==> config.mk <==
export PLATFORM = sky130hd
export DESIGN_NAME = audio_sample_fifo_flat
export DESIGN_NICKNAME = d
export VERILOG_FILES = /design/src/rtl/audio_sample_fifo_if.sv /design/src/rtl/audio_sample_fifo.sv /design/src/flat_wrapper.sv
export SDC_FILE = /design/constraint.sdc
export NUM_CORES = 1
export LEC_CHECK = 0
export BUFFER_PORTS_ARGS = -buffer_cell sky130_fd_sc_hd__buf_4
export CORE_UTILIZATION = 46
export DETAILED_ROUTE_END_ITERATION = 10
export GPL_ROUTABILITY_DRIVEN = 0
export PLACE_DENSITY = 0.68
export SKIP_LAST_GASP = 1
export SLEW_MARGIN = 20
export SYNTH_ARGS = -nofsm -noshare
export SYNTH_HDL_FRONTEND = slang
export SYNTH_SLANG_ARGS = --single-unit
export TNS_END_PERCENT = 50
==> constraint.sdc <==
create_clock -name clk_pixel -period 3.6 [get_ports clk_pixel]
set_input_delay 0.36 -clock clk_pixel [delete_from_list [all_inputs] [get_ports clk_pixel]]
set_output_delay 0.36 -clock clk_pixel [all_outputs]
set_load 0.02 [all_outputs]
==> src/rtl/audio_sample_fifo_if.sv <==
// Output stream from the sample FIFO to the HDMI audio packetizer.
// The FIFO owns the data/valid/frame signals, and the consumer owns ready.
interface audio_sample_fifo_if #(
    parameter int BIT_WIDTH = 16
);
    logic [BIT_WIDTH-1:0] out_left;
    logic [BIT_WIDTH-1:0] out_right;
    logic                 out_valid;
    logic                 out_ready;
    logic [7:0]           frame_index;
    logic                 block_start;

    modport master (
        output out_left, out_right, out_valid, frame_index, block_start,
        input  out_ready
    );

    modport slave (
        input  out_left, out_right, out_valid, frame_index, block_start,
        output out_ready
    );
endinterface

==> src/rtl/audio_sample_fifo.sv <==
// Captures mono samples with mute/attenuation, buffers them in a FWFT FIFO and
// presents them as L/R pairs while tracking the IEC 60958 channel-status frame.
module audio_sample_fifo #(
    parameter int DEPTH            = 8,
    parameter int BIT_WIDTH        = 16,
    parameter int FRAMES_PER_BLOCK = 192
) (
    input  logic                         clk_pixel,
    input  logic                         reset_n,
    input  logic signed [BIT_WIDTH-1:0]  level,
    input  logic                         level_valid,
    input  logic                         mute,
    input  logic [3:0]                   atten,
    audio_sample_fifo_if.master          out_bus,
    output logic [$clog2(DEPTH+1)-1:0]   fill,
    output logic                         overflow
);
    localparam int PTR_W  = $clog2(DEPTH);
    localparam int FILL_W = $clog2(DEPTH + 1);
    localparam logic [FILL_W-1:0] FULL_COUNT = FILL_W'(DEPTH);
    localparam logic [7:0]        LAST_FRAME = 8'(FRAMES_PER_BLOCK - 1);

    logic [BIT_WIDTH-1:0] mem [DEPTH];
    logic [PTR_W-1:0]     wr_ptr;
    logic [PTR_W-1:0]     rd_ptr;
    logic [7:0]           frame_q;

    logic signed [BIT_WIDTH-1:0] shifted;
    logic [BIT_WIDTH-1:0]        stored;
    logic                        full;
    logic                        pop;
    logic                        push;
    logic                        drop;

    // Arithmetic shift keeps the sign, so -32768 >>> 15 is -1 and 32767 >>> 15 is 0.
    assign shifted = level >>> atten;
    assign stored  = mute ? '0 : shifted;

    assign full = (fill == FULL_COUNT);
    assign pop  = out_bus.out_valid && out_bus.out_ready;
    assign push = level_valid && (!full || pop);
    assign drop = level_valid && full && !pop;

    // fill clears asynchronously, so every output derived from it drops
    // to its idle value as soon as reset_n falls.
    assign out_bus.out_valid   = (fill != '0);
    assign out_bus.out_left    = out_bus.out_valid ? mem[rd_ptr] : '0;
    assign out_bus.out_right   = out_bus.out_left;
    assign out_bus.frame_index = frame_q;
    assign out_bus.block_start = out_bus.out_valid && (frame_q == 8'd0);

    // NOTE: sample storage has no reset; the pointers and fill define what is valid.
    always_ff @(posedge clk_pixel) begin
        if (push) begin
            mem[wr_ptr] <= stored;
        end
    end

    // NOTE: state registers use non-blocking assignments so that every register samples pre-edge values.
    always_ff @(posedge clk_pixel or negedge reset_n) begin
        if (!reset_n) begin
            wr_ptr   <= '0;
            rd_ptr   <= '0;
            fill     <= '0;
            frame_q  <= '0;
            overflow <= 1'b0;
        end else begin
            if (push) begin
                wr_ptr <= wr_ptr + 1'b1;
            end
            if (pop) begin
                rd_ptr  <= rd_ptr + 1'b1;
                frame_q <= (frame_q == LAST_FRAME) ? 8'd0 : frame_q + 8'd1;
            end
            case ({push, pop})
                2'b10:   fill <= fill + 1'b1;
                2'b01:   fill <= fill - 1'b1;
                default: fill <= fill;
            endcase
            if (drop) begin
                overflow <= 1'b1;
            end
        end
    end
endmodule

==> src/flat_wrapper.sv <==
// flat-port wrapper written by rule: the top's interface ports become plain ports
module audio_sample_fifo_flat 
#(
    parameter int DEPTH            = 8,
    parameter int BIT_WIDTH        = 16,
    parameter int FRAMES_PER_BLOCK = 192
)
  (clk_pixel, reset_n, level, level_valid, mute, atten, fill, overflow, out_bus_out_left, out_bus_out_right, out_bus_out_valid, out_bus_frame_index, out_bus_block_start, out_bus_out_ready);
  audio_sample_fifo_if #(.BIT_WIDTH(BIT_WIDTH)) out_bus_i ();
  input  logic clk_pixel;
  input  logic reset_n;
  input  logic signed [BIT_WIDTH-1:0] level;
  input  logic level_valid;
  input  logic mute;
  input  logic [3:0] atten;
  output logic [$clog2(DEPTH+1)-1:0] fill;
  output logic overflow;
  output wire logic [$bits(out_bus_i.out_left)-1:0] out_bus_out_left;
  output wire logic [$bits(out_bus_i.out_right)-1:0] out_bus_out_right;
  output wire logic [$bits(out_bus_i.out_valid)-1:0] out_bus_out_valid;
  output wire logic [$bits(out_bus_i.frame_index)-1:0] out_bus_frame_index;
  output wire logic [$bits(out_bus_i.block_start)-1:0] out_bus_block_start;
  input wire logic [$bits(out_bus_i.out_ready)-1:0] out_bus_out_ready;
  assign out_bus_out_left = out_bus_i.out_left;
  assign out_bus_out_right = out_bus_i.out_right;
  assign out_bus_out_valid = out_bus_i.out_valid;
  assign out_bus_frame_index = out_bus_i.frame_index;
  assign out_bus_block_start = out_bus_i.block_start;
  assign out_bus_i.out_ready = out_bus_out_ready;
  audio_sample_fifo #(.DEPTH(DEPTH), .BIT_WIDTH(BIT_WIDTH), .FRAMES_PER_BLOCK(FRAMES_PER_BLOCK)) u_core (.clk_pixel(clk_pixel), .reset_n(reset_n), .level(level), .level_valid(level_valid), .mute(mute), .atten(atten), .out_bus(out_bus_i), .fill(fill), .overflow(overflow));
endmodule
Yosys cells after proc, flatten, opt, wreduce, memory -nomap -nowiden
Memory sizes are Yosys's and may differ from the RTL's.
Cells that the tools add are included.
Widths: inputs -> output; s select.
{ "word_totals": {"ff_bits": 19, "latchBits": 0, "ramBits": 128, "mem_bits_ro": 0, "inputBits": 25, "output_inout_bits": 47, "elab_cells": 33, "n_memories": 1} }
{ "classes": {"add_sub_neg": 5, "mul": 0, "div": 0, "order_cmp": 0, "n_eq_ne": 4, "n_shift": 1, "muxes": 6, "bitwise": 0, "n_reduce_logical": 11} }
{ "memory_table": {"columns": ["name", "depth", "width", "read_ports", "rd_clocked_by_memory_dff", "wr", "line_no", "source"], "rows": [
  ["u_core.mem", 8, 16, 1, 0, 1, "audio_sample_fifo.sv:23", "logic [BIT_WIDTH-1:0] mem [DEPTH];"]
]} }
{ "op_table": {"columns": ["operator", "n"], "rows": [
  ["$mux 16", 2],
  ["$sshr 16x4->16", 1],
  ["$add 8x1->8 const B", 1],
  ["$eq 8x8->1 const B", 1],
  ["$logic_not 8->1", 1],
  ["$mux 8", 1],
  ["$pmux 4 s2", 1],
  ["$add 3x1->3 const B", 2],
  ["$logic_and 1x1->1", 5],
  ["$add 4x1->4 const B", 1],
  ["$eq 4x4->1 const B", 1],
  ["$reduce_bool 4->1", 1],
  ["$sub 4x1->4 const B", 1],
  ["$eq 2x1->1 const B", 1],
  ["$eq 2x2->1 const B", 1],
  ["$logic_not 1->1", 2],
  ["$mux 1", 2],
  ["$reduce_bool 2->1", 1],
  ["$logic_or 1x1->1", 1]
]} }

Longest topological paths before layout
Gate-level depths: netlist (run 1).
{ "logic_depth": {"word_depth": 6, "depth_mapped": 8, "ltp_nobuf": 7} }

Worst setup path after synthesis (run 1)
OpenSTA, ideal clock, no wires.
{ "synth_path": {"kind": "register to register", "startpoint": "register u_core.fill[1]", "endpoint": "memory u_core.mem[0][0] (enable)", "setup_ns": 0.409, "arrival_ns": 2.319, "required_ns": 3.191, "path_slack_ns": 0.871, "path_stages_with_launch": 6, "path_buffers": 1, "period_less_slack_ns": 2.729, "cell_sequence": "dfrtp_1 -> buf_2 -> nor3_1 -> a21boi_1 -> nand2b_1 -> nor3_1"} }
{ "synth_via": {"elab_chain_cells": 6, "elab_cells_between_ends": 8, "cone_classes": "eq/ne (1); mux (2); reduce/logical (5)"} }
{ "synth_rtl": {"columns": ["item", "line_no", "source"], "rows": [
  ["start, declared", "audio_sample_fifo.sv:15", "output logic [$clog2(DEPTH+1)-1:0] fill,"],
  ["start signal, assigned", "audio_sample_fifo.sv:76", "2'b10: fill <= fill + 1'b1;"],
  ["start signal, assigned", "audio_sample_fifo.sv:77", "2'b01: fill <= fill - 1'b1;"],
  ["start signal, assigned", "audio_sample_fifo.sv:78", "default: fill <= fill;"],
  ["$eq 4x4->1 / $reduce_bool 4->1 (equally long branches)", "audio_sample_fifo.sv:39, audio_sample_fifo.sv:46", null],
  ["$logic_not 1->1 / $logic_and 1x1->1 (equally long branches)", "audio_sample_fifo.sv:41, audio_sample_fifo.sv:40", null],
  ["$logic_or 1x1->1 *", "audio_sample_fifo.sv:41", "assign push = level_valid && (!full || pop);"],
  ["$logic_and 1x1->1 *", "audio_sample_fifo.sv:41", null],
  ["$mux 1 *", "audio_sample_fifo.sv:54", "if (push) begin"],
  ["$mux 1 (not written as such) *", "audio_sample_fifo.sv:55", "mem[wr_ptr] <= stored;"],
  ["end, declared", "audio_sample_fifo.sv:23", null]
]} }
Every way passes the cells marked *; elsewhere a longest branch is shown, timed or not.

Worst setup path in the final report (run 1)
{ "layout_path": {"startpoint": "register u_core.rd_ptr[0]", "endpoint": "output port out_bus_out_left[0]"} }
{ "layout_via": {"elab_chain_cells": 2} }
{ "layout_rtl": {"columns": ["item", "line_no", "source"], "rows": [
  ["start, declared", "audio_sample_fifo.sv:25", "logic [PTR_W-1:0] rd_ptr;"],
  ["start signal, assigned", "audio_sample_fifo.sv:72", "rd_ptr <= rd_ptr + 1'b1;"],
  ["$mem_v2 8x16", null, null],
  ["$mux 16", "audio_sample_fifo.sv:47", "assign out_bus.out_left = out_bus.out_valid ? mem[rd_ptr] : '0;"],
  ["end, declared", "flat_wrapper.sv:18", "output wire logic [$bits(out_bus_i.out_left)-1:0] out_bus_out_left;"]
]} }
No other way between the ends.

==> impl_metrics.yaml, run 1 <==
status:
  status: "completed"
global_route:
  antenna_found_initial: 0
  grt_pass1_vias: 3741
  grt_pass1_wl_um: 20700
  grt_usage_pct: 18.9
  grt_start_max_net_pins: 35
  grt_overflow: 0
clock_tree:
  cts_tree: "done"
  post_cts_buffers: 0
  htree_levels: 4
  root_buffer: "clkbuf_16"
  insertion_delay_ps: 410
  cts_buffer_depth: 2
  hold_buffers: 1
  clkSlewWorstSetupHoldPaths_ps: 60
  cts_made_buffers: 17
  post_cts_resized: 0
  numClockSinks: 147
logic_synthesis:
  synth_edf_count: 128
  synth_compound_area_share_pct: 4.70
  synthMuxAreaShare_pct: 19.4
  synth_most_common_cell: "edfxtp_1"
  yosys.cell_types.count: 55
  async_reset_ff_share_pct: 12.9
  avgSynthCellArea_um2: 16.3
  synthCells: 419
  yosysWarnings: 0
  yosys-top-cells-area: "edfxtp_1 (56%), mux4_2 (14%), dfrtp_1 (7.0%)"
  synth_top_area_cell: "edfxtp_1"
  ys_top_cells_by_count: "edfxtp_1 (128), mux4_2 (41), nor2_1 (39)"
  netlist_area_um2: 6820
  synthAdderAreaFrac_pct: 0.917
  synthXorXnorAreaFrac_pct: 1.28
  synth_seq_cells: 147
  synth_fp_nets: 449
  synth_top_area_share_pct: 56.3
  synth_top_family_by_area: "multiplexers"
  synthFlopType: "edfxtp_1"
  yosysSeqAreaShare_pct: 63.3
  synthSimpleGateAreaFrac_pct: 6.44
worst_setup_path:
  endpoint: "out_bus_out_left[0]"
  crit_chain: "buf_4, mux4_2, mux2i_1, nor2_1, buf_4"
  path_buf_inv: 2
  worst-setup-path-type: "flip-flop to output port"
  endpoint_kind: "output port"
  critPathRequiredTime_ps: 3240
  r2r_end: "u_core.fill[2]"
  r2r_start: "u_core.fill[3]"
  crit_arrival_ps: 2330
  rrSetupSlack_ps: 1300
  crit_path_start_kind: "flip-flop"
  timing.critical_path.depth: 5
  cpMostUsedCell: "buf_4"
  cp_max_fo: 34
  path_delay_family: "multiplexers"
  max_stage_delay_ps: 580
  r2r_cells: 7
  startpoint: "u_core.rd_ptr[0]"
  slowest_stage: "mux4_2"
floorplan:
  pin_count: 72
  start_util_pct: 47.1
  die_w_um: 124
  dieArea_um2: 15300
  rows: 44
  die_h_um: 124
  core_area_um2: 14500
timing:
  tns_ps: 0
  clock-skew-final_ps: 12.3
  setup_ws_ps: 909
  worstMarginPinSlew_ps: 968
  final-max-slew-violation-count: 0
  rsz0062_at_grt: "no"
  hold_viol: 0
  layout_min_cycle_time_ps: 2690
  fin_crit_sh_pct: 74.7
  fmax_mhz: 372
  setup_viol: 0
  slew_headroom_pct: 34.9
pwr:
  leakage_uw: 0.00297
  powerDensity_nw_per_um2: 844
  ir_drop_mv: 0.420
drt:
  drt-pass1-iter-count: 4
  drc_errors: 0
  wl_per_cell_um: 19.7
  wl_um: 13400
  detail_route.iter0.violations: 270
  via_per_inst: 5.65
  final_antenna_net_count: 0
  via_count: 3828
cells_and_area:
  fillers: 1128
  final_nets: 511
  syn2layout_area_growth_pct: 18.6
  drive_gt1_share_pct: 35.2
  antenna-diode-count: 0
run:
  max-cap-violations: 0
placed_design:
  pre_cts_ws_ps: 1290
  dp_hpwl_um: 8270
  port_buffers: 71
worst_hold_path:
  holdPathStages: 2
  hold_path.class: "input pin to flip-flop"
## layer usage
metal	track usage, %	wire length, um	up-vias
met3	3.80	693	8
met5	0	0	-
met1	26.1	5850	1936
met4	7.00	93	0
met2	29.6	6710	124
li1	-	-	1760
## layout make-up
type / count / area (um^2) / area share, %
Clock buffer: 20 / 437 / 5.40
Clock inverter: 12 / 205 / 2.54
Inverter: 7 / 26.3 / 0.325
Multi-Input combinational cell: 224 / 2240 / 27.7
Sequential cell: 147 / 4320 / 53.4
Tap cell: 184 / 230 / 2.84
Timing Repair Buffer: 84 / 633 / 7.82
## metrics by stage
| stage | util, % | total power, uW | area [um^2] | instances | hold slack (ps) |
|---|---|---|---|---|---|
| after floorplan | - | 4260 | 6820 | 419 | 64.4 |
| after global placement | 51.4 | 4970 | 7440 | 645 | 249 |
| after detailed placement | 51.4 | 5010 | 7440 | 645 | 255 |
| after CTS | 55.9 | 6910 | 8090 | 678 | 259 |
| after global routing | 55.9 | 7200 | 8090 | 678 | 274 |
| final | 55.9 | 6830 | 8090 | 678 | 275 |
## report_power, final
group	switching [uW]	internal, uW
logic	1470	1170
registers	171	2130
clock network	653	1230
total	2290	4530
## cells in the final DEF, fill, tap and decap left out, types with 3 or more instances in the layout
master,instances
nand3_1,3
mux2i_1,24
dfrtp_1,18
clkinv_4,3
xnor2_1,7
a31o_2,3
a21oi_1,3
bufinv_16,5
o21ai_0,6
inv_1,5
nand2_1,20
nor2b_1,5
buf_4,83
ha_1,5
clkbuf_1,3
mux4_2,41
nand2b_1,5
o31ai_1,4
xor2_1,3
mux2_2,7
nor3_1,7
nor2_1,39
clkbuf_16,17
edfxtp_1,128
## logic make-up (layout without fill, tap and decap cells)
logic type,after synthesis,count (layout)
AO/OA/AOI/OAI,41,41
XOR/XNOR,10,10
adder cells (fa/ha/maj),5,5
buffers and inverters,48,123
flip-flops,147,147
multiplexers,77,77
AND/OR/NAND/NOR,91,91
## worst min-delay path by stage
stage,from,to,slack (ps)
floorplan,reset_n,u_core.fill[0],60
detailed placement,reset_n,u_core.fill[3],250
finish,level_valid,u_core.overflow,280
CTS,level_valid,u_core.overflow,260
global placement,reset_n,u_core.fill[3],250
global route,level_valid,u_core.overflow,270
## state kept, by name, indices dropped and copies added (netlist names)
name	flops
u_core.rd_ptr	3
u_core.overflow	1
u_core.mem	128
u_core.wr_ptr	3
u_core.out_bus.frame_index	8
u_core.fill	4
(Power assumes the default switching activity.)
==> run 2: changes to the inputs <==
- ABC_AREA: default -> 1
- clock period: 3.6 -> 2.5 ns (I/O delays scaled with it)
==> run 2 against run 1 <==
Against the previous run: clock power up 34%; cell count grew 37%; sequential share of layout area shrank 0.38 points; critical path depth grew 2; global-route usage grew 0.70 points; critical endpoint is now out_bus_out_right[10]; largest power group unchanged.
==> impl_metrics.yaml, run 2 <==
timing:
  tns_ps: 0
  slew_headroom_pct: 51.0
  setup_ws_ps: 147
  fin_crit_sh_pct: 94.1
  rsz0062_at_grt: "no"
  layout_min_cycle_time_ps: 2350
  setup_viol: 0
  worstMarginPinSlew_ps: 735
  hold_viol: 0
  fmax_mhz: 425
  final-max-slew-violation-count: 0
  clock-skew-final_ps: 5.53
placed_design:
  port_buffers: 71
  dp_hpwl_um: 9420
  pre_cts_ws_ps: 539
cells_and_area:
  top_register: "u_core.mem"
  fillers: 1232
  final_cell_mix: "edfxtp_1 (128), nor2_1 (115), nand2_1 (106), buf_4 (85), o21ai_0 (69)"
  syn2layout_area_growth_pct: 15.6
  drive_gt1_share_pct: 19.2
  antenna-diode-count: 0
  final_nets: 761
  mostFrequentLayoutCell: "edfxtp_1"
  largest_reg_flops: 128
global_route:
  grt_pass1_vias: 4736
  grt_overflow: 0
  antenna_found_initial: 0
  grt_usage_pct: 19.6
  grt_pass1_wl_um: 23900
  grt_start_max_net_pins: 48
worst_setup_path:
  crit_arrival_ps: 2100
  worst-setup-path-type: "flip-flop to output port"
  crit_chain: "inv_4, buf_4, nor2_1, o22ai_1, nor2_1, nor2_1, buf_4"
  cpMostUsedCell: "nor2_1"
  endpoint_kind: "output port"
  max_stage_delay_ps: 440
  crit_path_start_kind: "flip-flop"
  cp_max_fo: 47
  slowest_stage: "dfrtp_2"
  critPathRequiredTime_ps: 2250
logic_synthesis:
  avgSynthCellArea_um2: 10.4
  yosys.cell_types.count: 38
  synth_edf_count: 128
  synth_top_area_share_pct: 54.5
  synthFlopType: "edfxtp_1"
  async_reset_ff_share_pct: 12.9
  synth_seq_cells: 147
  yosys-top-cells-area: "edfxtp_1 (55%), dfrtp_1 (6.7%), nor2_1 (6.1%)"
  synth_most_common_cell: "edfxtp_1"
  synth_fp_nets: 706
  synth_top_area_cell: "edfxtp_1"
  synthCells: 676
  yosysSeqAreaShare_pct: 61.3
  ys_top_cells_by_count: "edfxtp_1 (128), nor2_1 (115), nand2_1 (106)"
  yosysWarnings: 0
  netlist_area_um2: 7050
clock_tree:
  htree_levels: 4
  numClockSinks: 147
  post_cts_buffers: 0
  cts_tree: "done"
  cts_buffer_depth: 2
  cts_made_buffers: 17
  insertion_delay_ps: 420
  clkSlewWorstSetupHoldPaths_ps: 60
  root_buffer: "clkbuf_16"
floorplan:
  die_h_um: 126
  start_util_pct: 47.8
  die_w_um: 126
  dieArea_um2: 15800
  core_area_um2: 14800
  rows: 44
  pin_count: 72
drt:
  detail_route.iter0.violations: 402
  drc_errors: 0
  via_count: 5073
  wl_um: 14900
  via_per_inst: 5.47
  drt-pass1-iter-count: 6
  wl_per_cell_um: 16.1
  final_antenna_net_count: 0
pwr:
  p_total_uw: 10500
  leakage_uw: 0.00322
  powerDensity_nw_per_um2: 1290
  ir_drop_mv: 0.545
status:
  status: "completed"
run:
  max-cap-violations: 0
worst_hold_path:
  hold_path.class: "input pin to flip-flop"
==> run 2: cell count changes in the layout (fill, tap and decap cells not counted), sizes merged, moves of 5 or more <==
cell    change
o21ai      +85
xnor2       -6
nand2      +94
nor3        -7
a21oi      +13
nor2b       -5
mux2       -11
o22ai      +17
nand2b      -5
nor2       +79
mux2i       -8
nand3      +43
mux4       -42
inv        +29
==> run 2: what timing repair did <==
item | 4_1_cts | 5_1_grt
setup endpoints to repair | 0 | 22
hold buffers | 1 | 0
endpoints found under the hold margin | 19 | 0
gates resized for setup | 0 | 1
==> run 2: cells by family (layout without fill, tap and decap cells) <==
logic type | count (synthesis) | in the layout | share of synthesized area, %
flip-flops | 147 | 147 | 61.3
buffers and inverters | 81 | 149 | 7.17
AO/OA/AOI/OAI | 132 | 132 | 10.1
AND/OR/NAND/NOR | 288 | 288 | 17.4
multiplexers | 16 | 16 | 2.27
XOR/XNOR | 7 | 7 | 0.870
adder cells (fa/ha/maj) | 5 | 5 | 0.888
==> run 2: path summary, 6_finish.rpt <==
kind / startpoint / depth (start not counted) / slack [ps] / end
max in group asynchronous: reset_n / 2 / 1990 / u_core.rd_ptr[0]
worst max-delay path: u_core.rd_ptr[0] / 7 / 150 / out_bus_out_right[10]
worst min register to register: u_core.overflow / 1 / 480 / u_core.overflow
worst min-delay path: level_valid / 4 / 140 / u_core.wr_ptr[0]
worst max register to register: u_core.fill[2] / 6 / 670 / u_core.mem[4][11]
min in group asynchronous: reset_n / 2 / 280 / u_core.overflow
==> run 2: metrics by stage <==
stage / utilization, % / cells / cell area (um^2) / hold WS [ps]
floorplan: - / 676 / 7050 / -45.6
global placement: 51.1 / 895 / 7540 / 142
detailed placement: 51.1 / 895 / 7540 / 144
CTS: 55.2 / 928 / 8150 / 133
global route: 55.2 / 928 / 8150 / 141
finish: 55.2 / 928 / 8150 / 135
==> run 2: critical path: cells and delay by family (launching register included) <==
family	cells	cell delay [ps]
buffers and inverters	3	800
DFF	1	440
and+or+nand+nor	3	300
AOI/OAI and AO/OA	1	150
==> run 2: layout make-up <==
type	count	area [um^2]	area share, %
repair buffers	87	659	8.09
flip-flops and latches	147	4320	53.0
inverters	30	118	1.44
clock inverters	15	174	2.13
well taps	184	230	2.82
clock buffers	17	425	5.22
multi-input cells	448	2220	27.3
==> run 2: where the power goes <==
part / internal [uW] / leakage (uW) / switching [uW] / total, uW
sequential: 3130 / 0.00141 / 224 / 3360
combinational: 1650 / 0.00153 / 2930 / 4590
clock: 1500 / 0.000288 / 1030 / 2530
==> run 2: routing by layer <==
metal  global-route usage, %  wire, um
met2                    32.8      7420
met1                    25.6      6530
met5                       0         0
met4                    7.51       207
met3                    3.31       795
